`src/rtl/seg_scan_ctrl.sv`:
```
// Time-multiplexed scan controller for an N-digit common-anode 7-segment display.
// Optional leading-zero blanking is enabled by defining SEG_SCAN_LZ_BLANK_EN.
module seg_scan_ctrl #(
  parameter int NUM_DIGITS  = 4,
  parameter int REFRESH_DIV = 50000,
  parameter int GAP_CYCLES  = 2
) (
  input  logic                    clk,
  input  logic                    rst,
  input  logic                    load_valid,
  output logic                    load_ready,
  input  logic [4*NUM_DIGITS-1:0] load_data,
  output logic [3:0]              disp_num,
  output logic [NUM_DIGITS-1:0]   an,
  output logic                    frame_start
);

  localparam int IDX_W   = $clog2(NUM_DIGITS);
  localparam int CNT_MAX = (REFRESH_DIV > GAP_CYCLES) ? REFRESH_DIV : GAP_CYCLES;
  localparam int CNT_W   = (CNT_MAX > 1) ? $clog2(CNT_MAX) : 1;

  localparam logic [CNT_W-1:0] ON_LAST  = CNT_W'(REFRESH_DIV - 1);
  localparam logic [CNT_W-1:0] GAP_LAST = CNT_W'(GAP_CYCLES - 1);
  localparam logic [IDX_W-1:0] IDX_LAST = IDX_W'(NUM_DIGITS - 1);

  typedef enum logic {ST_ON, ST_GAP} state_t;

  state_t                       state;
  logic [IDX_W-1:0]             idx;
  logic [CNT_W-1:0]             cnt;
  logic [NUM_DIGITS-1:0][3:0]   shadow;
  logic [NUM_DIGITS-1:0][3:0]   pending;
  logic                         pend_full;
  logic                         accept;
  logic                         blank;

  assign load_ready = !pend_full;
  assign accept     = load_valid && !pend_full;

  // NOTE: shadow and pending are small register banks, not RAM, so they take the
  // asynchronous reset like the rest of the state.
  always_ff @(posedge clk or posedge rst) begin
    if (rst) begin
      state     <= ST_GAP;
      idx       <= IDX_LAST;
      cnt       <= '0;
      shadow    <= '0;
      pending   <= '0;
      pend_full <= 1'b0;
    end else begin
      // NOTE: non-blocking assignments keep every register updating from the
      // pre-edge values, independent of statement order in this block.
      if (accept) begin
        pending   <= load_data;
        pend_full <= 1'b1;
      end
      case (state)
        ST_ON: begin
          if (cnt == ON_LAST) begin
            state <= ST_GAP;
            cnt   <= '0;
          end else begin
            cnt <= cnt + 1'b1;
          end
        end
        ST_GAP: begin
          if (cnt == GAP_LAST) begin
            state <= ST_ON;
            cnt   <= '0;
            if (idx == IDX_LAST) begin
              idx <= '0;
              // Frame boundary: pend_full is set here only when accept was low,
              // so this clear never races a same-edge load.
              if (pend_full) begin
                shadow    <= pending;
                pend_full <= 1'b0;
              end
            end else begin
              idx <= idx + 1'b1;
            end
          end else begin
            cnt <= cnt + 1'b1;
          end
        end
        default: state <= ST_GAP;
      endcase
    end
  end

`ifdef SEG_SCAN_LZ_BLANK_EN
  logic [NUM_DIGITS-1:0] lz;

  // lz[i] is set when digits i..NUM_DIGITS-1 of the shown value are all zero.
  always_comb begin
    // NOTE: default assignment first so no path leaves lz unassigned (no latch).
    lz = '0;
    lz[NUM_DIGITS-1] = (shadow[NUM_DIGITS-1] == 4'h0);
    for (int i = NUM_DIGITS - 2; i >= 0; i--) begin
      lz[i] = lz[i+1] && (shadow[i] == 4'h0);
    end
  end

  assign blank = (idx != '0) && lz[idx];
`else
  assign blank = 1'b0;
`endif

  // Outputs decode straight from the registered state: no added latency.
  always_comb begin
    an          = '1;
    disp_num    = 4'hF;
    frame_start = (state == ST_ON) && (idx == '0) && (cnt == '0);
    if (state == ST_ON && !blank) begin
      an       = ~(NUM_DIGITS'(1) << idx);
      disp_num = shadow[idx];
    end
  end

endmodule

```
`config.mk`:
```
export PLATFORM = sky130hd
export DESIGN_NAME = seg_scan_ctrl
export DESIGN_NICKNAME = d
export VERILOG_FILES = /design/src/rtl/seg_scan_ctrl.sv
export SDC_FILE = /design/constraint.sdc
export NUM_CORES = 1
export LEC_CHECK = 0
export BUFFER_PORTS_ARGS = -buffer_cell sky130_fd_sc_hd__buf_2
export CORE_MARGIN = 8
export CORE_UTILIZATION = 50
export CTS_CLUSTER_SIZE = 40
export DETAILED_ROUTE_END_ITERATION = 8
export PLACE_DENSITY = 0.72
export SYNTH_ARGS = -nofsm -noshare
export SYNTH_HDL_FRONTEND = slang
export SYNTH_SLANG_ARGS = --single-unit
```
`constraint.sdc`:
```
create_clock -name clk -period 2.6 [get_ports clk]
set_clock_uncertainty 0.2 [all_clocks]
set_input_delay 0.65 -clock clk [delete_from_list [all_inputs] [get_ports clk]]
set_output_delay 0.65 -clock clk [all_outputs]
set_load 0.05 [all_outputs]
```
# Word level (Yosys, flattened, before mapping)
# Index checks and enable logic that the tools add are counted.
# W data, S select, Z words.
# op_classes
add_sub_neg,2
n_reduce_logical,8
mul,0
shifts,1
eq_ne,3
mux,16
order_cmp,1
bitwise,2
div_mod_pow,0
# op_table
cell,count
$mux W16,2
$pmux W16 S2,1
$add A16 B1 Y16 const B,1
$eq A16 B1 Y1 const B,1
$eq A16 B16 Y1 const B,1
$logic_not A16 Y1,1
$mux W4,3
$bmux W4 S2,1
$mux W1,7
$not A4 Y4,1
$reduce_and A4 Y1,1
$shl A1 B2 Y4 const A,1
$logic_and A1 B1 Y1,3
$lt A2 B3 Y1 const B,1
$add A2 B1 Y2 const B,1
$eq A2 B2 Y1 const B,1
$logic_not A2 Y1,1
$mux W2,1
$pmux W1 S2,1
$reduce_and A2 Y1,1
$logic_not A1 Y1,1
$not A1 Y1,1
# word_totals
latchBits,0
rom_bits,0
memories,0
reg_bits,52
mem_bits_rw,0

# Depth between registers and ports, before layout
# Gate-level depths: netlist of the first run.
# depth
depth_word,7
ltp_mapped,6
mapped_depth_nobuf,5

# Worst setup path after synthesis of the first run
# Ideal clock, no wire load.
# synth_timing
kind,reg2out
startpoint,register idx[0]
endpoint,output frame_start
path_buffers,1
arrival_ns,2.283
required_time_ns,1.750
stages_incl_launch_ff,6
slack_ns,-0.533
cell_sequence,dfstp_2 -> clkbuf_1 -> inv_1 -> ha_1 -> nand2b_1 -> nor3_1
# synth_between
elab_chain_cells,3
# synth_lines
element,line,text
"start, declared",29,logic [IDX_W-1:0] idx;
"start signal, assigned",79,idx <= idx + 1'b1;
$logic_not A2 Y1,112,frame_start = (state == ST_ON) && (idx == '0) && (cnt == '0);
$logic_and A1 B1 Y1 (2 in a row),112,
"end, declared",15,output logic frame_start
# Every way passes these cells.

# Worst setup path in the final report of the first run
# layout_timing
startpoint,register idx[0]
endpoint,output disp_num[3]
# layout_between
elab_chain_cells,3
# layout_lines
element,line,text
$bmux W4 S2,115,disp_num = shadow[idx];
$mux W4 (implied by the code),115,
$mux W4,113,if (state == ST_ON && !blank) begin
"end, declared",13,"output logic [3:0] disp_num,"
# Every way passes these cells. The select of a mux whose other input is x is not followed.

==> results of run 1 <==
==> state kept, by name, indices dropped and copies added (netlist names) <==
register,count
cnt,16
idx,2
pend_full,1
pending,16
shadow,16
state,1
==> cells by family (layout without fill, tap and decap cells) <==
kind of cell | count (synthesis) | after routing | share of synthesized area (%)
AND/OR/NAND/NOR | 58 | 58 | 14.2
flip-flops | 52 | 52 | 53.1
multiplexers | 37 | 37 | 20.2
buffers and inverters | 16 | 53 | 3.05
XOR/XNOR | 14 | 14 | 4.99
adder cells (fa/ha/maj) | 7 | 7 | 3.56
AO/OA/AOI/OAI | 4 | 4 | 0.967
==> power by group <==
part           switching (mW)  total [mW]  internal (mW)
logic                  0.0254      0.0593         0.0339
clock network           0.246       0.438          0.193
registers              0.0146       0.852          0.837
total                   0.286        1.35           1.06
==> cell usage in the layout (no fill, tap or decap), drive strengths merged <==
cell and n:
nor3 5, dfstp 3, nor4 6, dfrtp 49, mux2 33, o21ai 2
or2 4, and3 1, o21bai 1, ha 7, nand4 5, nor2b 1
o22ai 1, nand2b 4, nor2 15, and4 2, xnor2 7, xor2 7
clkinv 1, clkbuf 8, mux4 4, nand2 7, nand3 6, nand4b 1
inv 10, or3 1, buf 34
==> layer usage <==
| metal | up-vias | GRT usage [%] |
|---|---|---|
| li1 | 722 | - |
| met1 | 728 | 15.7 |
| met2 | 29 | 21.5 |
| met3 | 2 | 3.53 |
| met4 | 0 | 5.25 |
| met5 | - | 0 |
==> worst max-delay path, cell delays in order, from the launching register on <==
cell and delay [ns]:
dfstp_2 0.63, mux4_2 0.52, or2_4 0.24, buf_8 0.15
==> final cells by class <==
| type | count | area share (%) |
|---|---|---|
| clock buffer | 7 | 2.64 |
| clock inverter | 1 | 0.303 |
| inverter | 10 | 1.30 |
| multi-input combinational | 120 | 38.5 |
| sequential | 52 | 45.1 |
| tap | 67 | 2.90 |
| timing repair buffer | 35 | 9.29 |
==> per-stage QoR <==
| step | total power [mW] | setup TNS, ns |
|---|---|---|
| finish | 1.35 | -0.343 |
| CTS | 1.37 | -0.486 |
| global placement | 0.926 | 0 |
| global route | 1.42 | -0.751 |
| floorplan | 0.900 | 0 |
| detailed placement | 0.930 | 0 |
==> what timing repair did <==
action	CTS	global route
hold buffers	0	0
resized for setup	21	2
pin swaps	0	0
buffers inserted	1	0
setup endpoints to repair	6	7
==> final timing paths <==
check,from,to,slack (ns)
max,idx[0],disp_num[3],-0.09
min,rst,cnt[11],0.14
min in group clk,pending[2],shadow[2],0.31
max in group asynchronous,rst,idx[1],1.47
min reg2reg,pending[2],shadow[2],0.31
max reg2reg,cnt[4],shadow[14],0.35
==> impl_results.md, run 1 <==
- Status: finished, violations left
- Failing checks: setup timing
- Clock sinks: 52
- Total wire length: 4350 um
- Routed WL per cell: 14.9 um
- CTS tree: yes
- Warning count from the yosys run: 0
- Clock Latency Late Sink: 0.30 ns
- Cell Count, Final, Fillers Out: 292
- Relative slew slack: 70.3%
- Pin count of the biggest net entering global routing: 34
- Commonest cells post-synth: dfrtp_1 (49), mux2_2 (24), nor2_1 (15)
- Synth Register Bits: 52
- Post-synth EDFFs: 0
- Worst EP arrival: 1.84 ns
- Vias per cell: 5.07
- Tcrit/Tclk final: 103%
- Die Height: 86.1 um
- Fin. Hold Viols: 0
- Detailed placer's ending HPWL: 3200 um
- Final Hold Slack: 0.144 ns
- Die width: 86.1 um
- Clock transition at path regs: 0.09 ns
- Placed cell area: 0.00273 mm^2
- Tmin final: 2.69 ns
- Core area: 0.00472 mm^2
- Max Freq: 372 MHz
- Final Cell Area: 0.00290 mm^2
- CTS max path bufs: 2
- Ys async rst share: 100%
- Cells after Synth: 188
- Vias in the first global route: 1596
- Startpoint class of the critical path: register
- Final antenna-violating net count: 0
- Port Buf Inserts: 28
- Rows: 25
- Fillers: 380
- Nets: 250
- Max Slew Vio Count: 0
- Leak Pwr: 1.34 nW
- Layout cells sized above 1: 41.3%
- Fin worst setup slack: -0.0882 ns
- RSZ-0062 raised after global routing: true
- Dpl cells: 283
- Number of diodes: 0
- HP Class: primary input to asynchronous set/reset pin
- Dominant cells by area after synthesis: dfrtp_1 (50%), mux2_2 (11%), mux2_4 (5.5%)
- CP max FO: 5
- Vias: 1481
- Net Count, Synth: 214
- Sequential area share after synthesis: 53.1%
- Area Overhead vs Synth: 17.8%
- Clock root cell: clkbuf_8
- Crit end category: primary output
- Top Layer Used: met4
- Met3 wire len: 158 um
- Worst-Margin Slew: 0.445 ns
- CTS HTree Levels: 2
- Top-level I/O count: 29
- Sequential cell area: 0.00131 mm^2
- WL met2: 2190 um
- Synth top area share: 49.9%
- Req. time, crit path: 1.75 ns
- Initial core utilization: 52.1%
- Worst VDD drop: 0.380 mV
- Cell variety after synth: 32
- First-pass GRT wire length: 7520 um
- Max-Cap Viols: 0
- Detailed Route Iter0 Violations: 77
- Cell taking the most area after synthesis: dfrtp_1
- Residual DRC: 0
- Multi-input logic area: 0.00111 mm^2
- TritonCTS buffer count: 5
- Antenna violations before repair: 0
- Final core occ: 61.3%
- Post-Syn Area: 0.00246 mm^2
- Count leader, synth: dfrtp_1
- GRT overflow: 0
- Final Wtd Congestion: 0.788
- Ys flop type: dfrtp_1
- Pwr dens: 466 mW/mm^2
- Mean area per synthesized cell: 13.1 um^2
- Final setup fails: 4
- Die area: 0.00742 mm^2
- Pre-antenna DRT Iters: 4
- Total GRT Usage: 13.1%
- Met1 wire length: 1960 um
- Worst R2R Path Depth: 6
- Path type of the worst setup path: register to primary output
- Placement Setup Slack: 0.126 ns
(Power assumes the default switching activity.)
==> run 2: changes to the inputs <==
- CORE_UTILIZATION: 50 -> 57
- PLACE_DENSITY: 0.72 -> 0.8
==> run 2 against run 1 <==
Effect of this change:
- the flow still finishes with violations (setup timing)
- first-iteration DRC count down 18%
- via count up 1.2%
- setup slack worse by 0.020 ns
- sequential power about the same
- critical path depth unchanged
- critical path type unchanged
==> impl_results.md, run 2 (synthesis gave the netlist of run 1 again) <==
- Vias: 1499 (+1.2%)
- Most frequent cells in the layout: dfrtp_1 (48), mux2_2 (24), buf_2 (21)
- First-pass GRT wire length: 7340 um (-2.4%)
- Leak Pwr: 1.34 nW (about the same)
- Met1 GRT Util: 19.9% (+4.1 points)
- Die area: 0.00667 mm^2 (-10%)
- Top cell family by delay on the critical path: flip-flops
- Fin worst setup slack: -0.109 ns (-0.0203 ns)
- GRT overflow: 0 (unchanged)
- Max Freq: 369 MHz (-0.75%)
- Crit end category: primary output
- Area Overhead vs Synth: 16.7%
- Core area: 0.00426 mm^2 (-9.7%)
- Relative slew slack: 57.8% (-13 points)
- Met3 Track Usage GR: 3.83% (+0.30 points)
- Pre-antenna DRT Iters: 5 (+1)
- Nets: 249 (-0.40%)
- Sequential Power Share: 58.1% (-5.0 points)
- P_sw: 0.307 mW (+7.5%)
- Placed cell area: 0.00268 mm^2 (-1.9%)
- Crit-path slowest cell: dfstp_2
- Path type of the worst setup path: register to primary output
- Pwr dens: 511 mW/mm^2 (+9.7%)
- Vias per cell: 5.43 (+7.1%)
- Tmin final: 2.71 ns (+0.0203 ns)
- Initial core utilization: 57.7% (+5.6 points)
- Max Slew Vio Count: 0 (unchanged)
- Detailed Route Iter0 Violations: 63 (-18%)
- Top-level I/O count: 29 (unchanged)
- RSZ-0062 raised after global routing: true
- Clock Latency Late Sink: 0.31 ns (about the same)
- Largest regs: cnt: 16 flops, pending: 16 flops, shadow: 16 flops
- Clock transition at path regs: 0.10 ns (about the same)
- CTS HTree Levels: 2 (unchanged)
- Failing checks: setup timing
- Residual DRC: 0 (unchanged)
- CP Cell Sequence: mux4_2 > or2_4 > buf_8
- Total Power: 1.47 mW (+8.8%)
- Worst R2R Path Depth: 6 (unchanged)
- Worst VDD drop: 0.330 mV (-13%)
- Met2 Use GR: 20.4% (-1.0 points)
- Fin. Hold Viols: 0 (unchanged)
- Die Height: 81.7 um (-5.2%)
- Status: finished, violations left
- Req. time, crit path: 1.75 ns (about the same)
- Layout cells sized above 1: 41.1% (-0.26 points)
- Number of diodes: 0 (unchanged)
- Worst EP arrival: 1.86 ns (+0.02 ns)
- Final antenna-violating net count: 0 (unchanged)
- HP Class: primary input to asynchronous set/reset pin
- Max-Cap Viols: 0 (unchanged)
- Placement Setup Slack: 0.124 ns (-0.00221 ns)
- Crit path depth: 3 (unchanged)
- TritonCTS buffer count: 5 (unchanged)
- Worst-Margin Slew: 0.634 ns (+0.189 ns)
- Clock sinks: 52 (unchanged)
- Die width: 81.7 um (-5.2%)
- Routed WL per cell: 15.4 um (+3.1%)
- Startpoint class of the critical path: register
- Clock power share: 38.0% (+5.5 points)
- Pin count of the biggest net entering global routing: 53 (+56%)
- Detailed placer's ending HPWL: 2990 um (-6.5%)
- Switching share of power: 20.9% (-0.24 points)
- CP max FO: 5 (unchanged)
- Clock root cell: clkbuf_8
- Combinational cell fraction of total power: 3.9% (-0.5 points)
- Vias in the first global route: 1503 (-5.8%)
- Antenna violations before repair: 0 (unchanged)
- CTS max path bufs: 2 (unchanged)
- Total wire length: 4240 um (-2.5%)
- Final setup fails: 4 (unchanged)
- Most common cell after layout, fill and taps aside: dfrtp_1
- Tcrit/Tclk final: 104% (+0.78 points)
- Final Wtd Congestion: 0.846 (+7.4%)
- Sequential cell area: 0.00131 mm^2 (unchanged)
- Total GRT Usage: 14.2% (+1.1 points)
- CTS tree: yes
- Crit path largest cell delay: 0.63 ns (about the same)
- Rows: 24 (-4.0%)
- Final Cell Area: 0.00287 mm^2 (-0.91%)
- Setup TNS: -0.414 ns (-0.0710 ns)
- Multi-input logic area: 0.00111 mm^2 (-0.45%)
- Busiest grt layer: met2
- Cell Int Power: 1.16 mW (+9.1%)
- Port Buf Inserts: 28 (unchanged)
- Final Hold Slack: 0.296 ns (+0.152 ns)
- CP Buf/Inv Count: 1 (unchanged)
- Fillers: 293 (-23%)
==> run 2: cell count changes in the layout (fill, tap and decap cells not counted) <==
cell,change
nor3_1,+1
buf_12,-2
bufinv_16,+1
nor3_2,-1
buf_6,+1
clkbuf_4,-1
buf_4,+1
clkbuf_1,-1
inv_6,+1
clkinv_4,-1
==> run 2: worst paths after layout <==
path,endpoint,from,slack (ns)
max,disp_num[3],idx[0],-0.11
min,pending[7],rst,0.30
max reg2reg,shadow[13],cnt[10],0.27
min reg2reg,pending[11],pending[11],0.31
max in group asynchronous,cnt[4],rst,1.46
min in group clk,pending[11],pending[11],0.31
==> run 2: layer usage <==
layer	share of wire (%)	up-vias
li1	-	718
met3	4.1	6
met5	0	-
met1	48	738
met4	1.6	0
met2	46	37
==> run 2: what timing repair did <==
item,in CTS,in global routing
hold buffers,0,0
buffers inserted,1,0
setup endpoints to repair,6,7
gates cloned,0,0
pin swaps,2,0
hold endpoints to repair,0,0
gates resized for setup,21,3
==> run 2: worst min-delay path: cells and delay by family <==
| kind | cells | cell delay (ns) |
|---|---|---|
| buffers and inverters | 3 | 0.63 |
==> run 2: power by group through the flow <==
stage / combinational (mW) / clock (mW) / sequential (mW)
floorplan: 0.0377 / 0 / 0.862
global placement: 0.0564 / 0 / 0.867
detailed placement: 0.0583 / 0 / 0.869
CTS: 0.0586 / 0.570 / 0.853
global route: 0.0645 / 0.597 / 0.857
finish: 0.0570 / 0.557 / 0.853
==> run 2: layout make-up <==
cell class	count	share of cell area (%)
multi-input cells	120	38.6
repair buffers	34	8.37
inverters	10	1.31
clock inverters	2	1.35
clock buffers	6	2.53
well taps	52	2.27
flip-flops and latches	52	45.5
==> run 2: through the flow <==
stage | std cells | util, %
floorplan | 188 | -
global placement | 267 | 62.7
global route | 276 | 67.3
CTS | 276 | 67.1
detailed placement | 267 | 62.7
finish | 276 | 67.3
==> run 3: changes to the inputs <==
- CORE_UTILIZATION: 57 -> 47
- PLACE_DENSITY: 0.8 -> 0.69
==> run 3 against run 2 <==
Effect of this change:
- the flow still finishes with violations (setup timing)
- clock power shrank 14%
- critical path type unchanged
- largest cell class unchanged
- die area grew 17%
- sequential share of layout area shrank 1.0 points
- global-route usage shrank 1.6 points
==> impl_results.md, run 3 (synthesis gave the netlist of run 1 again) <==
- TritonCTS buffer count: 5 (unchanged)
- RSZ-0062 raised after global routing: true
- Antenna violations before repair: 0 (unchanged)
- Initial core utilization: 48.4% (-9.2 points)
- Largest regs: cnt: 16 flops, pending: 16 flops, shadow: 16 flops
- Die width: 88.3 um (+8.1%)
- RR Startpoint: cnt[10]
- Leak Pwr: 1.36 nW (+1.3%)
- First-pass GRT wire length: 7510 um (+2.4%)
- Final Cell Area: 0.00294 mm^2 (+2.4%)
- Routed WL per cell: 14.5 um (-5.8%)
- Clock sinks: 52 (unchanged)
- Path type of the worst setup path: register to primary output
- Worst R2R Path Depth: 6 (unchanged)
- Placed cell area: 0.00273 mm^2 (+2.1%)
- Residual DRC: 0 (unchanged)
- Total GRT Usage: 12.6% (-1.6 points)
- Final antenna-violating net count: 0 (unchanged)
- Worst-Margin Slew: 0.536 ns (-0.0973 ns)
- Port Buf Inserts: 28 (unchanged)
- Max-Cap Viols: 0 (unchanged)
- Worst EP arrival: 1.87 ns (about the same)
- Max Freq: 367 MHz (-0.60%)
- Clock Latency Late Sink: 0.31 ns (about the same)
- Most frequent cells in the layout: dfrtp_1 (48), mux2_2 (24), buf_2 (21)
- Worst flop-to-flop path endpoint: shadow[15]
- Crit end category: primary output
- Fin worst setup slack: -0.125 ns (-0.0163 ns)
- Die area: 0.00780 mm^2 (+17%)
- Vias per cell: 5.07 (-6.7%)
- HP Class: primary input to asynchronous set/reset pin
- Number of diodes: 0 (unchanged)
- Clock root cell: clkbuf_8
- CP max FO: 5 (unchanged)
- Final Wtd Congestion: 0.785 (-7.2%)
- Detailed Route Iter0 Violations: 78 (+24%)
- Pwr dens: 473 mW/mm^2 (-7.6%)
- FF-to-FF setup slack: 0.35 ns (+0.08 ns)
- Vias in the first global route: 1625 (+8.1%)
- Pre-antenna DRT Iters: 4 (-1)
- Tcrit/Tclk final: 105% (+0.63 points)
- Status: finished, violations left
- Final setup fails: 6 (+2)
- Total wire length: 4300 um (+1.4%)
- Tmin final: 2.72 ns (+0.0163 ns)
- Final core occ: 57.9% (-9.4 points)
- CTS max path bufs: 2 (unchanged)
- Area Overhead vs Synth: 19.4%
- Relative slew slack: 64.2% (+6.4 points)
- Top-level I/O count: 29 (unchanged)
- Fin. Hold Viols: 0 (unchanged)
- Most common cell after layout, fill and taps aside: dfrtp_1
- GRT overflow: 0 (unchanged)
- Startpoint class of the critical path: register
- Worst VDD drop: 0.407 mV (+23%)
- Clock transition at path regs: 0.10 ns (about the same)
- Req. time, crit path: 1.75 ns (about the same)
- Detailed placer's ending HPWL: 3080 um (+2.9%)
- Max Slew Vio Count: 0 (unchanged)
- Layout cells sized above 1: 42.7% (+1.7 points)
- Core area: 0.00507 mm^2 (+19%)
- Failing checks: setup timing
- Nets: 252 (+1.2%)
- Rows: 26 (+8.3%)
- Pin count of the biggest net entering global routing: 30 (-43%)
- CTS HTree Levels: 2 (unchanged)
- CTS tree: yes
- Die Height: 88.3 um (+8.1%)
- Vias: 1505 (+0.40%)
-- run 3: area by class of cell --
class / instances / area [um^2]
clock inverter: 3 / 27.5
multi-input combinational: 120 / 1110
fill: 441 / 2140
inverter: 10 / 37.5
sequential: 52 / 1310
clock buffer: 5 / 68.8
timing repair buffer: 37 / 295
tap: 70 / 87.6
-- run 3: worst max-delay path: stages, from the launching register on --
cell and delay (ns):
dfstp_2 0.64, mux4_2 0.51, or2_4 0.27, buf_8 0.15
-- run 3: worst max-delay path by stage --
| stage | depth (start not counted) | to | start | slack [ns] |
|---|---|---|---|---|
| floorplan | 5 | frame_start | idx[0] | 0.004 |
| detailed placement | 3 | disp_num[0] | idx[0] | 0.13 |
| finish | 3 | disp_num[3] | idx[0] | -0.12 |
| CTS | 3 | disp_num[1] | idx[0] | -0.14 |
| global placement | 3 | disp_num[0] | idx[0] | 0.12 |
| global route | 3 | disp_num[0] | idx[0] | -0.18 |
-- run 3: routing by layer --
layer,vias to the layer above,routed length [um],track usage (%)
met5,-,0,0
li1,722,-,-
met2,23,2020,19.5
met1,752,2000,15.4
met3,8,184,3.62
met4,0,92,7.07
-- run 3: through the flow --
| step | TNS, ns | hold slack, ns | power, mW | cells | setup slack, ns |
|---|---|---|---|---|---|
| final | -0.506 | 0.172 | 1.39 | 297 | -0.125 |
| after floorplan | 0 | 0.275 | 0.900 | 188 | 0.00436 |
| after detailed placement | 0 | 0.291 | 0.931 | 286 | 0.125 |
| after global routing | -0.938 | 0.197 | 1.45 | 297 | -0.177 |
| after CTS | -0.518 | 0.173 | 1.41 | 296 | -0.140 |
| after global placement | 0 | 0.287 | 0.926 | 286 | 0.119 |
-- run 3: report_power, final --
| group | switching [mW] | leakage, nW | internal (mW) |
|---|---|---|---|
| clock | 0.279 | 0.0463 | 0.198 |
| sequential | 0.0149 | 0.670 | 0.837 |
| combinational | 0.0255 | 0.641 | 0.0338 |
-- run 3: timing repair --
action,4_1_cts,5_1_grt
resized for setup,21,6
hold endpoints to repair,0,0
hold buffers,0,0
pin swaps,2,1
endpoints found under the setup margin,6,7
buffers inserted,2,1
